$ cat src/rtl/sub_bytes_pkg.sv
// AES S-box constant tables and lookup helper shared by the SubBytes engine.
// The inverse table is derived from the forward table at elaboration time.
package sub_bytes_pkg;
  localparam int BYTE_W = 8;

  typedef logic [0:255][BYTE_W-1:0] sbox_t;

  localparam sbox_t SBOX_FWD = '{
    8'h63,8'h7c,8'h77,8'h7b,8'hf2,8'h6b,8'h6f,8'hc5,8'h30,8'h01,8'h67,8'h2b,8'hfe,8'hd7,8'hab,8'h76,
    8'hca,8'h82,8'hc9,8'h7d,8'hfa,8'h59,8'h47,8'hf0,8'had,8'hd4,8'ha2,8'haf,8'h9c,8'ha4,8'h72,8'hc0,
    8'hb7,8'hfd,8'h93,8'h26,8'h36,8'h3f,8'hf7,8'hcc,8'h34,8'ha5,8'he5,8'hf1,8'h71,8'hd8,8'h31,8'h15,
    8'h04,8'hc7,8'h23,8'hc3,8'h18,8'h96,8'h05,8'h9a,8'h07,8'h12,8'h80,8'he2,8'heb,8'h27,8'hb2,8'h75,
    8'h09,8'h83,8'h2c,8'h1a,8'h1b,8'h6e,8'h5a,8'ha0,8'h52,8'h3b,8'hd6,8'hb3,8'h29,8'he3,8'h2f,8'h84,
    8'h53,8'hd1,8'h00,8'hed,8'h20,8'hfc,8'hb1,8'h5b,8'h6a,8'hcb,8'hbe,8'h39,8'h4a,8'h4c,8'h58,8'hcf,
    8'hd0,8'hef,8'haa,8'hfb,8'h43,8'h4d,8'h33,8'h85,8'h45,8'hf9,8'h02,8'h7f,8'h50,8'h3c,8'h9f,8'ha8,
    8'h51,8'ha3,8'h40,8'h8f,8'h92,8'h9d,8'h38,8'hf5,8'hbc,8'hb6,8'hda,8'h21,8'h10,8'hff,8'hf3,8'hd2,
    8'hcd,8'h0c,8'h13,8'hec,8'h5f,8'h97,8'h44,8'h17,8'hc4,8'ha7,8'h7e,8'h3d,8'h64,8'h5d,8'h19,8'h73,
    8'h60,8'h81,8'h4f,8'hdc,8'h22,8'h2a,8'h90,8'h88,8'h46,8'hee,8'hb8,8'h14,8'hde,8'h5e,8'h0b,8'hdb,
    8'he0,8'h32,8'h3a,8'h0a,8'h49,8'h06,8'h24,8'h5c,8'hc2,8'hd3,8'hac,8'h62,8'h91,8'h95,8'he4,8'h79,
    8'he7,8'hc8,8'h37,8'h6d,8'h8d,8'hd5,8'h4e,8'ha9,8'h6c,8'h56,8'hf4,8'hea,8'h65,8'h7a,8'hae,8'h08,
    8'hba,8'h78,8'h25,8'h2e,8'h1c,8'ha6,8'hb4,8'hc6,8'he8,8'hdd,8'h74,8'h1f,8'h4b,8'hbd,8'h8b,8'h8a,
    8'h70,8'h3e,8'hb5,8'h66,8'h48,8'h03,8'hf6,8'h0e,8'h61,8'h35,8'h57,8'hb9,8'h86,8'hc1,8'h1d,8'h9e,
    8'he1,8'hf8,8'h98,8'h11,8'h69,8'hd9,8'h8e,8'h94,8'h9b,8'h1e,8'h87,8'he9,8'hce,8'h55,8'h28,8'hdf,
    8'h8c,8'ha1,8'h89,8'h0d,8'hbf,8'he6,8'h42,8'h68,8'h41,8'h99,8'h2d,8'h0f,8'hb0,8'h54,8'hbb,8'h16
  };

  function automatic sbox_t build_inv();
    sbox_t r;
    logic [BYTE_W-1:0] k;
    r = '0;
    for (int i = 0; i < 256; i++) begin
      k = BYTE_W'(i);
      r[SBOX_FWD[k]] = k;
    end
    return r;
  endfunction

  localparam sbox_t SBOX_INV = build_inv();

  function automatic logic [BYTE_W-1:0] sbox_sub(input logic [BYTE_W-1:0] b, input logic dec);
    return dec ? SBOX_INV[b] : SBOX_FWD[b];
  endfunction
endpackage

$ cat src/rtl/sbox_lane.sv
// Single-byte combinational S-box lookup for one lane.
// SUB_BYTES_INV_EN selects between forward/inverse tables; otherwise forward only.
module sbox_lane
  import sub_bytes_pkg::*;
(
  input  logic [BYTE_W-1:0] i_Byte,
  input  logic              i_fDec,
  output logic [BYTE_W-1:0] o_Byte
);
`ifdef SUB_BYTES_INV_EN
  assign o_Byte = sbox_sub(i_Byte, i_fDec);
`else
  logic unused_fdec;
  assign unused_fdec = i_fDec;
  assign o_Byte      = SBOX_FWD[i_Byte];
`endif
endmodule

$ cat src/rtl/sub_bytes_pipe.sv
// Pipelined AES SubBytes/InvSubBytes engine, LANES bytes per beat, valid/ready both sides.
// Define SUB_BYTES_INV_EN to build the inverse table and honour i_fDec.
module sub_bytes_pipe
  import sub_bytes_pkg::*;
#(
  parameter int LANES  = 16,
  parameter int STAGES = 2,
  parameter int CNT_W  = 32
) (
  input  logic                    i_Clk,
  input  logic                    i_Rst,
  input  logic                    i_Valid,
  output logic                    o_Ready,
  input  logic [BYTE_W*LANES-1:0] i_Data,
  input  logic                    i_fDec,
  output logic                    o_Valid,
  input  logic                    i_Ready,
  output logic [BYTE_W*LANES-1:0] o_Data,
  output logic                    o_fDec,
  output logic [CNT_W-1:0]        o_Count
);
  localparam int W = BYTE_W * LANES;

  logic [STAGES-1:0]         st_vld;
  logic [STAGES-1:0][W-1:0]  st_dat;
  logic [STAGES-1:0]         st_fd;
  logic [CNT_W-1:0]          cnt;

  // Index 0 is the input port, index s+1 is the output of stage s.
  logic [STAGES:0]           vld;
  logic [STAGES:0][W-1:0]    dat;
  logic [STAGES:0]           fd;
  logic [STAGES-1:0]         rdy;
  logic                      rdy_acc;
  logic                      fd_in;
  logic [W-1:0]              sub;

`ifdef SUB_BYTES_INV_EN
  assign fd_in = i_fDec;
`else
  logic unused_fdec;
  assign unused_fdec = i_fDec;
  assign fd_in       = 1'b0;
`endif

  assign vld = {st_vld, i_Valid};
  assign dat = {st_dat, i_Data};
  assign fd  = {st_fd, fd_in};

  // Stage s may load when any stage downstream of it has a hole, or the sink is taking.
  always_comb begin
    rdy_acc = i_Ready;
    rdy     = '0;
    for (int s = STAGES - 1; s >= 0; s--) begin
      rdy_acc = rdy_acc || !vld[s+1];
      rdy[s]  = rdy_acc;
    end
  end

  // Lookup sits in front of the last register stage.
  for (genvar k = 0; k < LANES; k++) begin : g_lane
    sbox_lane u_lane (
      .i_Byte (dat[STAGES-1][BYTE_W*k +: BYTE_W]),
      .i_fDec (fd[STAGES-1]),
      .o_Byte (sub[BYTE_W*k +: BYTE_W])
    );
  end

  always_ff @(posedge i_Clk) begin
    if (i_Rst) begin
      st_vld <= '0;
      st_dat <= '0;
      st_fd  <= '0;
      cnt    <= '0;
    end else begin
      for (int s = 0; s < STAGES; s++) begin
        if (rdy[s]) st_vld[s] <= vld[s];
        if (rdy[s] && vld[s]) begin
          st_dat[s] <= (s == STAGES - 1) ? sub : dat[s];
          st_fd[s]  <= fd[s];
        end
      end
      if (vld[STAGES] && i_Ready) cnt <= cnt + 1'b1;
    end
  end

  assign o_Ready = rdy[0];
  assign o_Valid = vld[STAGES];
  assign o_Data  = dat[STAGES];
  assign o_fDec  = fd[STAGES];
  assign o_Count = cnt;
endmodule

$ cat config.mk
export PLATFORM = sky130hd
export DESIGN_NAME = sub_bytes_pipe
export DESIGN_NICKNAME = d
export VERILOG_FILES = /design/src/rtl/sub_bytes_pkg.sv /design/src/rtl/sbox_lane.sv /design/src/rtl/sub_bytes_pipe.sv
export SDC_FILE = /design/constraint.sdc
export NUM_CORES = 2
export LEC_CHECK = 0
export ABC_AREA = 1
export CORE_UTILIZATION = 23
export CTS_BUF_LIST = sky130_fd_sc_hd__clkbuf_2
export CTS_CLUSTER_DIAMETER = 60
export DETAILED_ROUTE_END_ITERATION = 10
export SLEW_MARGIN = 20
export SYNTH_ARGS = -nofsm -noshare
export SYNTH_HDL_FRONTEND = slang
export SYNTH_HIERARCHICAL = 1
export SYNTH_SLANG_ARGS = --single-unit
$ cat constraint.sdc
create_clock -name i_Clk -period 3 [get_ports i_Clk]
set_clock_uncertainty 0.15 [all_clocks]
set_input_delay 0.75 -clock i_Clk [delete_from_list [all_inputs] [get_ports i_Clk]]
set_output_delay 0.75 -clock i_Clk [all_outputs]
set_load 0.01 [all_outputs]
==> impl_metrics.env <==
export IMPL_place_congestion=1.03
export IMPL_critical_path_top_delay_family="flip-flops"
export IMPL_crit_fanout=4
export IMPL_wire_per_inst_um=21.7
export IMPL_cts_inserted_buffers=99
export IMPL_cts_clk_slew_worst_paths_ps=110
export IMPL_insertion_delay_ps=1680
export IMPL_grt_util_all_layers_pct=23.4
export IMPL_async_flop_share_pct=0
export IMPL_synth_edf_count=0
export IMPL_nNetsFinal=12200
export IMPL_drv_cap=0
export IMPL_fp_dieArea_mm2=0.268
export IMPL_fillers=30700
export IMPL_netlist_instances=11700
export IMPL_initial_utilization_pct=23.1
export IMPL_ys_seq_elements=290
export IMPL_grt_overflow=0
export IMPL_reg2reg_slack_ps=100
export IMPL_drt_pass1_iterations=10
export IMPL_ys_flop_type="dfxtp_1"
export IMPL_cp_cell_sequence="buf_6"
export IMPL_multiInputGateArea_mm2=0.0467
export IMPL_setup_viol=39
export IMPL_ys_top_cells_by_count="nand3_1 (3615), nand2_1 (3497), nor2_1 (919)"
export IMPL_hold_class="in2reg"
export IMPL_yosys_warnings=6
export IMPL_power_leakage_nw=34.7
export IMPL_relSlewSlack_pct=37.1
export IMPL_crit_path_start_kind="flip-flop"
export IMPL_drt_iter0_drc=15100
export IMPL_holdWs_ps=295
export IMPL_antenna_found_initial=20
export IMPL_grt_first_pass_wirelength_um=498000
export IMPL_die_w_um=518
export IMPL_r2r_cells=14
export IMPL_io_buffers=293
export IMPL_drive_above_1_share_pct=12.8
export IMPL_dieHeight_um=518
export IMPL_cp_required_ps=2100
export IMPL_final_seq_area_mm2=0.00616
export IMPL_crit_type="reg2out"
export IMPL_core_area_mm2=0.265
export IMPL_tightest_slew_ps=940
export IMPL_cts_sinks=290
export IMPL_r2r_end="o_Data[106]"
export IMPL_root_buffer="clkbuf_2"
export IMPL_hpwl_um=238000
export IMPL_crit_start="o_Count[21]"
export IMPL_ant_nets=0
export IMPL_worstPathArrival_ps=2270
export IMPL_max_stage_delay_ps=430
export IMPL_utilization_pct=26.9
export IMPL_rsz0062_at_grt="yes"
export IMPL_crit_end="o_Count[21]"
export IMPL_timing_final_ws_setup_ps=-173
export IMPL_htreeDepth=3
export IMPL_synth_top_cell_area_share_pct=29.6
export IMPL_yosysSeqAreaShare_pct=9.48
export IMPL_cp_slowest_cell="dfxtp_4"
export IMPL_fin_crit_ps=3170
export IMPL_grt_max_degree=84
export IMPL_ir_drop_uv=269
export IMPL_powerDensity_mw_per_mm2=329
export IMPL_synthTopCellsByArea="nand3_1 (30%), nand2_1 (21%), dfxtp_1 (9.5%)"
export IMPL_max_clock_freq_ghz=0.315
export IMPL_grt_pass1_vias=78300
export IMPL_avgSynthCellArea_um2=5.24
export IMPL_wl_um=335000
export IMPL_slew_violations=0
export IMPL_cp_depth=1
export IMPL_ioPinCount=296
export IMPL_vias=85900
export IMPL_cts_tree="yes"
export IMPL_via_per_inst=5.55
export IMPL_area_growth_pct=16.4
export IMPL_outcome="finished with violations"
export IMPL_ys_types=44
export IMPL_synth_area_mm2=0.0612
export IMPL_clockBufferDepth=4
export IMPL_yosys_area_top_type="nand3_1"
export IMPL_finalSetupTns_ps=-4130
export IMPL_regToRegStartpoint="dat[233]"
export IMPL_hold_viol=0
export IMPL_cp_end_kind="primary output"
export IMPL_violations="setup timing"
export IMPL_syn_nets=12100
export IMPL_cp_num_buf_inv=1
export IMPL_yosysMostFrequentCell="nand3_1"
export IMPL_remaining_drc_errors=0
export IMPL_num_rows=189
export IMPL_final_period_utilization_pct=106
[flip-flops by register name, summed over array words and instances, names as in the netlist]
register / flops
o_Data: 128
dat: 128
st_vld: 2
o_Count: 32
[layer usage]
| metal | global-route usage (%) | vias up | wire [µm] |
|---|---|---|---|
| met1 | 31.1 | 39000 | 133000 |
| met4 | 13.6 | 16 | 22400 |
| met3 | 4.11 | 1295 | 37900 |
| met2 | 35.3 | 6394 | 142000 |
| li1 | - | 39100 | - |
| met5 | 0 | - | 97 |
[logic make-up after synthesis]
group,Yosys count,share of synthesized area [%]
AOI/OAI and AO/OA,934,8.05
DFF,290,9.48
buffers and inverters,1612,14.3
adders and majority gates,241,4.93
other,1,0.00613
and+or+nand+nor,8608,63.2
xor gates and xnor gates,5,0.0715
[cell usage in the layout, fill, tap and decap left out, drive strengths merged, types with 2 or more instances in the layout]
cell type,count
inv,600
buf,640
bufinv,3
xor2,4
clkinv,35
a31oi,15
clkinvlp,2
clkbuf,136
dlygate4sd3,298
diode,11
dfxtp,290
clkdlybuf4s50,131
o211ai,43
nand3,3635
nand3b,32
nand2,3729
o21ai,486
or2,16
nor2,1074
nor3,20
nor3b,2
ha,241
a21oi,371
nand4,98
and2,2
o21a,17
[area by class of cell]
class / count / area share (%)
repair buffers: 1071 / 15.0
inverters: 601 / 3.28
multi-input cells: 9789 / 65.6
well taps: 3533 / 6.20
clock inverters: 39 / 0.349
clock buffers: 134 / 0.941
diodes: 11 / 0.0386
flip-flops and latches: 290 / 8.65
[worst min path at each step]
| stage | from | to | slack, ps | depth (start not counted) |
|---|---|---|---|---|
| after floorplan | dat[132] | dat[132] | 300 | 2 |
| after global placement | o_Data[20] | o_Data[20] | 320 | 2 |
| after detailed placement | o_Data[29] | o_Data[29] | 320 | 2 |
| after CTS | i_Data[31] | dat[159] | 30 | 4 |
| after global routing | i_Data[76] | dat[204] | 90 | 4 |
| final | i_Data[74] | dat[202] | 300 | 4 |
[per-stage QoR]
| step | setup slack (ps) | cell area (µm²) | std cells | total power, mW |
|---|---|---|---|---|
| floorplan | 560 | 61200 | 11700 | 14.2 |
| global placement | 135 | 66300 | 14900 | 18.9 |
| detailed placement | 115 | 66300 | 14900 | 18.6 |
| CTS | -460 | 71000 | 15400 | 23.1 |
| global route | -403 | 71200 | 15500 | 25.0 |
| finish | -173 | 71200 | 15500 | 23.4 |
[report_power, final]
group | internal, mW | switching, mW | leakage [nW] | total [mW]
combinational | 4.83 | 10.3 | 31.5 | 15.2
clock | 1.49 | 2.31 | 0.683 | 3.80
sequential | 4.13 | 0.312 | 2.48 | 4.44
[what timing repair did]
item	CTS	global route
gates resized for setup	1085	10
setup endpoints to repair	162	155
endpoints found under the hold margin	203	0
buffers inserted	35	14
hold buffers	298	0
gates cloned	0	2
pin swaps	1	0
(Power assumes the default switching activity.)
